<file path="src/rtl/alu_ctrl_pkg.sv">
`default_nettype none
// ============================================================================
// Module   : alu_ctrl_pkg
// Purpose  : Shared types and constants for the ALU issue controller:
//            instruction opcodes, ALU opcode encodings, controller states
//            and the bit positions of the instruction fields.
// Revision : 1.0 - initial release
// ============================================================================
package alu_ctrl_pkg;

  // Instruction opcodes, instr[15:13]
  typedef enum logic [2:0] {
    OP_ADD = 3'b000,
    OP_SUB = 3'b001,
    OP_AND = 3'b010,
    OP_OR  = 3'b011,
    OP_EOR = 3'b100,
    OP_MOV = 3'b101,
    OP_CMP = 3'b110,
    OP_ILL = 3'b111
  } op_e;

  // ALU opcodes the controller substitutes for MOV and CMP
  localparam logic [2:0] ALU_OP_ADD = 3'b000;
  localparam logic [2:0] ALU_OP_SUB = 3'b001;

  // Controller sequencing states
  typedef enum logic [1:0] {
    IDLE  = 2'd0,
    ISSUE = 2'd1,
    WB    = 2'd2
  } state_e;

  // Instruction field bit positions
  localparam int OP_MSB      = 15;
  localparam int OP_LSB      = 13;
  localparam int RD_MSB      = 12;
  localparam int RD_LSB      = 11;
  localparam int RS_MSB      = 10;
  localparam int RS_LSB      = 9;
  localparam int USE_IMM_BIT = 8;
  localparam int IMM_MSB     = 7;
  localparam int IMM_LSB     = 0;

  // Everything except CMP and the illegal opcode writes R[rd]
  function automatic logic op_writes_rd(input op_e op);
    return (op != OP_CMP) && (op != OP_ILL);
  endfunction

endpackage
`default_nettype wire

</file>
<file path="src/rtl/regfile_4x8.sv">
`default_nettype none
// ============================================================================
// Module   : regfile_4x8
// Purpose  : Four 8-bit registers, three combinational read ports and one
//            synchronous write port, asynchronously cleared.
// Ports    : clk, rst            - clock, async active-high reset
//            we_i/waddr_i/wdata_i - write port
//            raddr_a_i/rdata_a_o  - operand A read port
//            raddr_b_i/rdata_b_o  - operand B read port
//            raddr_dbg_i/rdata_dbg_o - debug read port
// Revision : 1.0 - initial release
// ============================================================================
module regfile_4x8 (
  input  logic       clk,
  input  logic       rst,
  input  logic       we_i,
  input  logic [1:0] waddr_i,
  input  logic [7:0] wdata_i,
  input  logic [1:0] raddr_a_i,
  input  logic [1:0] raddr_b_i,
  input  logic [1:0] raddr_dbg_i,
  output logic [7:0] rdata_a_o,
  output logic [7:0] rdata_b_o,
  output logic [7:0] rdata_dbg_o
);

  logic [3:0][7:0] regs_q;

  always_ff @(posedge clk or posedge rst) begin
    if (rst) begin
      regs_q <= '0;
    end else if (we_i) begin
      regs_q[waddr_i] <= wdata_i;
    end
  end

  assign rdata_a_o   = regs_q[raddr_a_i];
  assign rdata_b_o   = regs_q[raddr_b_i];
  assign rdata_dbg_o = regs_q[raddr_dbg_i];

endmodule
`default_nettype wire

</file>
<file path="src/rtl/alu_issue_ctrl.sv">
`default_nettype none
// ============================================================================
// Module   : alu_issue_ctrl
// Purpose  : Three-phase (IDLE -> ISSUE -> WB) issue controller in front of
//            an external 8-bit ALU. Accepts an instruction, presents the
//            operands from a private 4x8 register file, captures the ALU
//            result/flags and retires the instruction in WB.
// Ports    : clk, rst                  - clock, async active-high reset
//            instr_valid/instr_ready   - instruction handshake
//            instr                     - {op, rd, rs, use_imm, imm}
//            alu_opcode/alu_a/alu_b    - registered ALU inputs
//            alu_result/alu_flag_z/_c  - ALU outputs (combinational)
//            done/illegal              - retire pulses
//            flag_z/flag_c             - architectural flags
//            dbg_sel/dbg_data          - debug register read
// Revision : 1.0 - initial release
// ============================================================================
module alu_issue_ctrl
  import alu_ctrl_pkg::*;
(
  input  logic        clk,
  input  logic        rst,
  input  logic        instr_valid,
  output logic        instr_ready,
  input  logic [15:0] instr,
  output logic [2:0]  alu_opcode,
  output logic [7:0]  alu_a,
  output logic [7:0]  alu_b,
  input  logic [7:0]  alu_result,
  input  logic        alu_flag_z,
  input  logic        alu_flag_c,
  output logic        done,
  output logic        illegal,
  output logic        flag_z,
  output logic        flag_c,
  input  logic [1:0]  dbg_sel,
  output logic [7:0]  dbg_data
);

  state_e     state_q;
  logic       ready_q;
  logic       done_q;
  logic       illegal_q;
  logic       flag_z_q;
  logic       flag_c_q;
  logic [2:0] alu_opcode_q;
  logic [7:0] alu_a_q;
  logic [7:0] alu_b_q;

  // Only op and rd are needed after acceptance; the operands themselves
  // are latched straight into alu_a_q/alu_b_q.
  op_e        op_q;
  logic [1:0] rd_q;

  // ALU outputs sampled at the end of ISSUE
  logic [7:0] res_q;
  logic       res_z_q;
  logic       res_c_q;

  logic       w_accept;
  op_e        w_op;
  logic [7:0] w_rd_data;
  logic [7:0] w_rs_data;
  logic [7:0] w_opnd_b;
  logic       w_we;

  assign w_accept = instr_valid && ready_q;
  assign w_op     = op_e'(instr[OP_MSB:OP_LSB]);
  assign w_opnd_b = instr[USE_IMM_BIT] ? instr[IMM_MSB:IMM_LSB] : w_rs_data;

  // The register file is written only at the end of WB, so operand reads
  // at acceptance always see the pre-instruction values (rd==rs is safe).
  assign w_we = (state_q == WB) && op_writes_rd(op_q);

  regfile_4x8 u_regfile (
    .clk         (clk),
    .rst         (rst),
    .we_i        (w_we),
    .waddr_i     (rd_q),
    .wdata_i     (res_q),
    .raddr_a_i   (instr[RD_MSB:RD_LSB]),
    .raddr_b_i   (instr[RS_MSB:RS_LSB]),
    .raddr_dbg_i (dbg_sel),
    .rdata_a_o   (w_rd_data),
    .rdata_b_o   (w_rs_data),
    .rdata_dbg_o (dbg_data)
  );

  always_ff @(posedge clk or posedge rst) begin
    if (rst) begin
      state_q      <= IDLE;
      ready_q      <= 1'b0;
      done_q       <= 1'b0;
      illegal_q    <= 1'b0;
      flag_z_q     <= 1'b0;
      flag_c_q     <= 1'b0;
      alu_opcode_q <= '0;
      alu_a_q      <= '0;
      alu_b_q      <= '0;
      op_q         <= OP_ADD;
      rd_q         <= '0;
      res_q        <= '0;
      res_z_q      <= 1'b0;
      res_c_q      <= 1'b0;
    end else begin
      done_q    <= 1'b0;
      illegal_q <= 1'b0;
      case (state_q)
        IDLE: begin
          if (w_accept) begin
            state_q <= ISSUE;
            ready_q <= 1'b0;
            op_q    <= w_op;
            rd_q    <= instr[RD_MSB:RD_LSB];
            case (w_op)
              // MOV routes B through the adder with A forced to zero
              OP_MOV: begin
                alu_opcode_q <= ALU_OP_ADD;
                alu_a_q      <= '0;
                alu_b_q      <= w_opnd_b;
              end
              OP_CMP: begin
                alu_opcode_q <= ALU_OP_SUB;
                alu_a_q      <= w_rd_data;
                alu_b_q      <= w_opnd_b;
              end
              // Illegal ops leave the ALU inputs at their previous values
              OP_ILL: ;
              default: begin
                alu_opcode_q <= instr[OP_MSB:OP_LSB];
                alu_a_q      <= w_rd_data;
                alu_b_q      <= w_opnd_b;
              end
            endcase
          end else begin
            // Ready rises on the first edge after reset release
            ready_q <= 1'b1;
          end
        end
        ISSUE: begin
          state_q   <= WB;
          res_q     <= alu_result;
          res_z_q   <= alu_flag_z;
          res_c_q   <= alu_flag_c;
          done_q    <= 1'b1;
          illegal_q <= (op_q == OP_ILL);
        end
        WB: begin
          state_q <= IDLE;
          ready_q <= 1'b1;
          case (op_q)
            OP_ADD, OP_SUB, OP_AND, OP_OR, OP_EOR, OP_CMP: begin
              flag_z_q <= res_z_q;
              flag_c_q <= res_c_q;
            end
            OP_MOV: flag_z_q <= (alu_b_q == 8'h00);
            default: ;
          endcase
        end
        default: begin
          state_q <= IDLE;
          ready_q <= 1'b0;
        end
      endcase
    end
  end

  assign instr_ready = ready_q;
  assign done        = done_q;
  assign illegal     = illegal_q;
  assign flag_z      = flag_z_q;
  assign flag_c      = flag_c_q;
  assign alu_opcode  = alu_opcode_q;
  assign alu_a       = alu_a_q;
  assign alu_b       = alu_b_q;

endmodule
`default_nettype wire

</file>
<file path="config.mk">
export PLATFORM = sky130hd
export DESIGN_NAME = alu_issue_ctrl
export DESIGN_NICKNAME = d
export VERILOG_FILES = /design/src/rtl/alu_ctrl_pkg.sv /design/src/rtl/regfile_4x8.sv /design/src/rtl/alu_issue_ctrl.sv
export SDC_FILE = /design/constraint.sdc
export NUM_CORES = 1
export LEC_CHECK = 0
export ABC_CLOCK_PERIOD_IN_PS = 1700
export BUFFER_PORTS_ARGS = -buffer_cell sky130_fd_sc_hd__clkbuf_2
export CAP_MARGIN = 20
export CORE_MARGIN = 2
export CORE_UTILIZATION = 50
export DETAILED_ROUTE_END_ITERATION = 16
export HOLD_SLACK_MARGIN = 0.05
export PLACE_DENSITY_LB_ADDON = 0.25
export SLEW_MARGIN = 20
export SYNTH_ARGS = -nofsm -noshare
export SYNTH_HDL_FRONTEND = slang
export SYNTH_HIERARCHICAL = 1
export SYNTH_SLANG_ARGS = --single-unit
</file>
<file path="constraint.sdc">
create_clock -name clk -period 1.7 [get_ports clk]
set_input_delay 0.51 -clock clk [delete_from_list [all_inputs] [get_ports clk]]
set_output_delay 0.51 -clock clk [all_outputs]
set_load 0.05 [all_outputs]
</file>
Yosys cells after proc, flatten, opt, wreduce, memory -nomap -nowiden
Cells that the tools add are included.

operators by class
  magnitude comparators = 5
  eq/ne operators = 15
  muxes and demuxes = 19
  bitwise operators = 1
  reductions and logical operators = 13

operators with widths
  operator            number
  $bmux 8 s2          3
  $mux 8              5
  $bwmux 32           1
  $eq 3x3->1 const B  7
  $demux 8 s2         1
  $pmux 8 s2          1
  $lt 2x3->1 const B  4
  $pmux 3 s3          1
  $logic_not 8->1     1
  $eq 3x2->1 const B  2
  $ne 3x3->1 const B  2
  $reduce_and 2->1    3
  $reduce_or 6->1     1
  $logic_and 1x1->1   4
  $pmux 2 s2          1
  $eq 3x1->1 const B  1
  $logic_not 3->1     1
  $mux 1              3
  $pmux 1 s3          1
  $reduce_and 3->1    1
  $eq 2x1->1 const B  1
  $eq 2x2->1 const B  1
  $ge 2x1->1 const B  1
  $logic_not 2->1     1
  other kinds (5)     5

storage, ports and cells
  register bits after elaboration = 73
  word-level logic and storage cells = 71

Depth between registers and ports, before layout
  word-level depth = 5
  gate-level depth with buffers = 5

Modules after synthesis
The synthesis kept the hierarchy.

modules (own cells, without submodules)
  module          times used  cells each  area an instance (µm²)  sequential area each (µm²)
  regfile_4x8     1           99          1786.7                  800.8
  alu_issue_ctrl  1           141         1734.2                  1026.0

Worst setup path after synthesis
OpenSTA, ideal clock, no wires.

  path type = input-to-output
  from = input port dbg_sel[0]
  to = output port dbg_data[0]
  arrival time = 1.406 ns
  slack = -0.216 ns
  stages = 2
  path buffers = 1
  path through = buf_2 mux4_2

between the ends
  word-level cells in the longest chain between the ends = 2

RTL lines
  element                       line                  text
  from (decl)                   alu_issue_ctrl.sv:36  input logic [1:0] dbg_sel,
  $bmux 8 s2                    regfile_4x8.sv:39     assign rdata_dbg_o = regs_q[raddr_dbg_i];
  $mux 8 (not written as such)  regfile_4x8.sv:39
  to (decl)                     alu_issue_ctrl.sv:37  output logic [7:0] dbg_data

No other way between the ends. The select of a mux whose other input is x is not followed.

Worst setup path after layout
  from = register u_regfile/regs_q[29] (netlist name)
  to = output port dbg_data[5]

between the ends
  word-level cells in the longest chain between the ends = 2

RTL lines
  element                            line               text
  from (decl)                        regfile_4x8.sv:27  logic [3:0][7:0] regs_q;
  from (signal, indexed assignment)  regfile_4x8.sv:33  regs_q[waddr_i] <= wdata_i;
  $bmux 8 s2                         regfile_4x8.sv:39
  $mux 8 (not written as such)       regfile_4x8.sv:39

No other way between the ends. The select of a mux whose other input is x is not followed.

==> metrics list <==
* Outcome: finished, violations left
- The checks that failed: negative setup slack.
- CP Max Fanout: 2
- TritonCTS built the clock tree.
* Final estimated routing congestion in global placement: 0.823
- The initial utilization of the core area, before any placement, comes to 51.8%.
- The worst hold path belongs to the class in -> async.
- During placement, the flow inserted port buffers numbering 62.
- Post-synth top area cell: dfrtp_1
- The finished layout holds 449 standard cells, fillers aside.
- Fraction of layout cells with a size suffix above 1: 57.8%
* DIE WIDTH: 87.9 µm
- Diodes inserted: 0
- Post-Route Utilization: 66.8%
- Die area: 0.00773 mm²
- Post-synth EDFFs: 0
* Total chip power: 9170 µW
- Post-synthesis area per instance: 14.7 µm²
- Largest clock skew in the final design: 0.00706 ns
- STA puts the critical path data required time at 1.19 ns.
- After the first detailed-routing iteration, the DRC count stood at 181.
- By startpoint and endpoint, the worst setup path is classified as reg -> out.
- Drt total wl: 8470 µm
- Flip-flop and latch count after synthesis: 73
- The number of nets in the synthesized netlist is 271.
* Inst Count DP: 408
* Number of design rule violations left after detail routing: 0
- In the final routed layout, each cell accounts on average for 18.9 µm.
* Final net count: 379
- The worst setup path is captured at a primary output.
* Unrepaired setup endpoints after global routing: yes
- Initial antenna violation count: 0
* Setup total negative slack: -1.70 ns
* Clock period minus worst slack: 1.94 ns
- Critical path launch point type: flip-flop
- Overflow left after global routing: 0
- Entering global routing, the biggest net connects 42 pins.
- Post-synthesis cell type count: 35
* Clk network pwr share: 12.3%
* Combinational share of power: 52.0%
* Cts bufs inserted: 9
* HPWL after detailed placement: 5890 µm
* Root buf cell: clkbuf_8
- The final route contains 2524 vias.
* Sequential share of power: 35.6%
* Count of antenna-violating nets left after detailed routing: 0
* Number of H-tree branching levels: 3
- During synthesis, Yosys emitted a total of 6 warnings.
- By area the synthesized netlist is led by dfrtp_1 52%, mux4_2 15%, mux2_2 14%.
- Summing the sequential cell areas from Yosys gives 51.9% of the chip area.
- Boundary pin count: 63
* Final hold violation count: 0
- Pwr/cell area: 2020 mW/mm²
- Switching power: 3850 µW
* Measured slew at the worst slew-check pin: 0.421 ns
* Detailed Routing Iterations Pass 1: 4
- Worst Hold Margin: 0.178 ns
- In the synthesized netlist, the cells that appear most often are 73 x dfrtp_1, 43 x mux2_2, 24 x mux4_2, 16 x nand2_1.
* Max frequency: 516 MHz
- Cell-internal power: 5320 µW
- After layout, the worst setup slack is -0.240 ns.
- The cell count after synthesis came out at 240.
- Summed over its instances, the top area cell type makes up 51.9% of the synthesized netlist area.
- Num rows: 30
* Data arrival, critical path: 1.43 ns
- For this run, asynchronously set or reset flops after synthesis account for 100%.
* Portion of the clock cycle consumed by the worst path in the final layout: 114%
* Final setup violating endpoints: 8
- Max Slew Vio Count: 0
* Placeable core region: 0.00679 mm²
* Highest ir drop seen on vdd: 1.31 mV
- Post-synthesis instance area: 0.00352 mm²
- Relative to the synthesized area, the layout overhead comes to 28.9%.
* Bufs on Longest Clock Path: 2
* Wire length of the first global-routing pass: 13800 µm
- Via count of the first global-routing pass: 2558
- Count leader, synth: dfrtp_1
- Using the TritonRoute via totals, the vias-per-cell ratio works out to 5.62.
* Die span in y: 87.9 µm
- After clock tree synthesis, the clock-pin slew on the worst setup and hold paths is 0.07 ns.
- CTS saw 73 sinks.
* Max-slew headroom: 71.9%
- In this run the static leakage power is 0.00213 µW.
- GRT Overall Usage: 24.5%
- At the later pin of the worst-skew pair, clock insertion delay measures 0.34 ns.
- Switching share of power: 42.0%
- Max capacitance violation total: 0
- The most used flip-flop cell after synthesis is dfrtp_1.
-- flip-flops by register name (all words and copies together), names as in the netlist, 2 cells and up --
name              count
u_regfile/regs_q     32
alu_a                 8
alu_b                 8
res_q                 8
alu_opcode            3
op_q                  3
rd_q                  2
state_q               2
-- power groups by stage --
stage	registers, µW	clock network [µW]	logic [µW]
2_1_floorplan	4070	0	2180
3_3_place_gp	3340	0	3920
3_5_place_dp	3360	0	4010
4_1_cts	3240	1160	4660
5_1_grt	3380	1250	5070
6_report	3260	1130	4770
-- repair_timing --
action | 4_1_cts | 5_1_grt
setup buffers | 22 | 3
setup endpoints to repair | 14 | 34
gates resized for setup | 19 | 11
endpoints found under the hold margin | 0 | 0
hold buffers | 0 | 0
-- layout make-up --
type                            count  area, µm²
Clock buffer                       12        135
Clock inverter                      4       20.0
Multi-Input combinational cell    149       1610
Fill cell                         504       2260
Timing Repair Buffer              111        806
Inverter                            4       15.0
Tap cell                           96        120
Sequential cell                    73       1830
-- cell families (layout without fill, tap and decap cells) --
logic type / Yosys count / in the layout / share of synthesized area [%]
muxes: 75 / 75 / 31.4
DFF: 73 / 73 / 51.9
and+or+nand+nor: 39 / 39 / 7.14
AOI/OAI and AO/OA: 35 / 35 / 6.75
buffers and inverters: 18 / 131 / 2.84
-- critical path, stage by stage (launching register included) --
cell and delay [ns]:
dfrtp_1 0.39, mux4_2 0.51, clkbuf_16 0.19
-- stage by stage --
step | setup WS [ns] | area (µm²)
floorplan | -0.0761 | 3550
global placement | -0.393 | 4080
detailed placement | -0.410 | 4080
CTS | -0.242 | 4490
global route | -0.275 | 4540
finish | -0.240 | 4540
-- cells in the final DEF, fill, tap and decap left out, types with 2 or more instances in the layout --
cell / instances
a21oi_1: 9
inv_1: 2
clkbuf_1: 3
nor2b_1: 2
clkbuf_2: 53
o21ai_0: 3
clkbuf_8: 10
nand3_1: 3
nand2_1: 16
buf_12: 2
a31oi_1: 8
nor3_1: 2
clkinv_2: 4
mux4_2: 24
nand3b_2: 2
dfrtp_1: 72
buf_4: 46
a22o_1: 10
buf_8: 7
mux2_2: 43
nand3_2: 2
mux2i_1: 8
-- layer usage --
| metal | GRT usage (%) | up-vias | wire (µm) |
|---|---|---|---|
| li1 | - | 1142 | - |
| met1 | 34.3 | 1299 | 3810 |
| met2 | 38.8 | 74 | 4170 |
| met3 | 5.28 | 9 | 387 |
| met4 | 7.69 | 0 | 108 |
| met5 | 0 | - | 0 |
-- worst paths after layout --
| path | from | cells past startpoint | slack (ns) | endpoint |
|---|---|---|---|---|
| min in group clk | alu_result[1] | 2 | 0.40 | res_q[1]$_DFFE_PP0P_ |
| worst min register to register | res_c_q$_DFFE_PP0P_ | 1 | 0.50 | res_c_q$_DFFE_PP0P_ |
| max in group asynchronous | rst | 3 | 1.15 | u_regfile/regs_q[3]$_DFFE_PP0P_ |
| worst max register to register | state_q[0]$_DFFE_PP0P_ | 5 | 0.08 | u_regfile/regs_q[3]$_DFFE_PP0P_ |
| worst min-delay path | rst | 3 | 0.18 | done$_DFF_PP0_ |
| worst max-delay path | u_regfile/regs_q[29]$_DFFE_PP0P_ | 2 | -0.24 | dbg_data[5] |
Power figures use the tool's default switching activity.
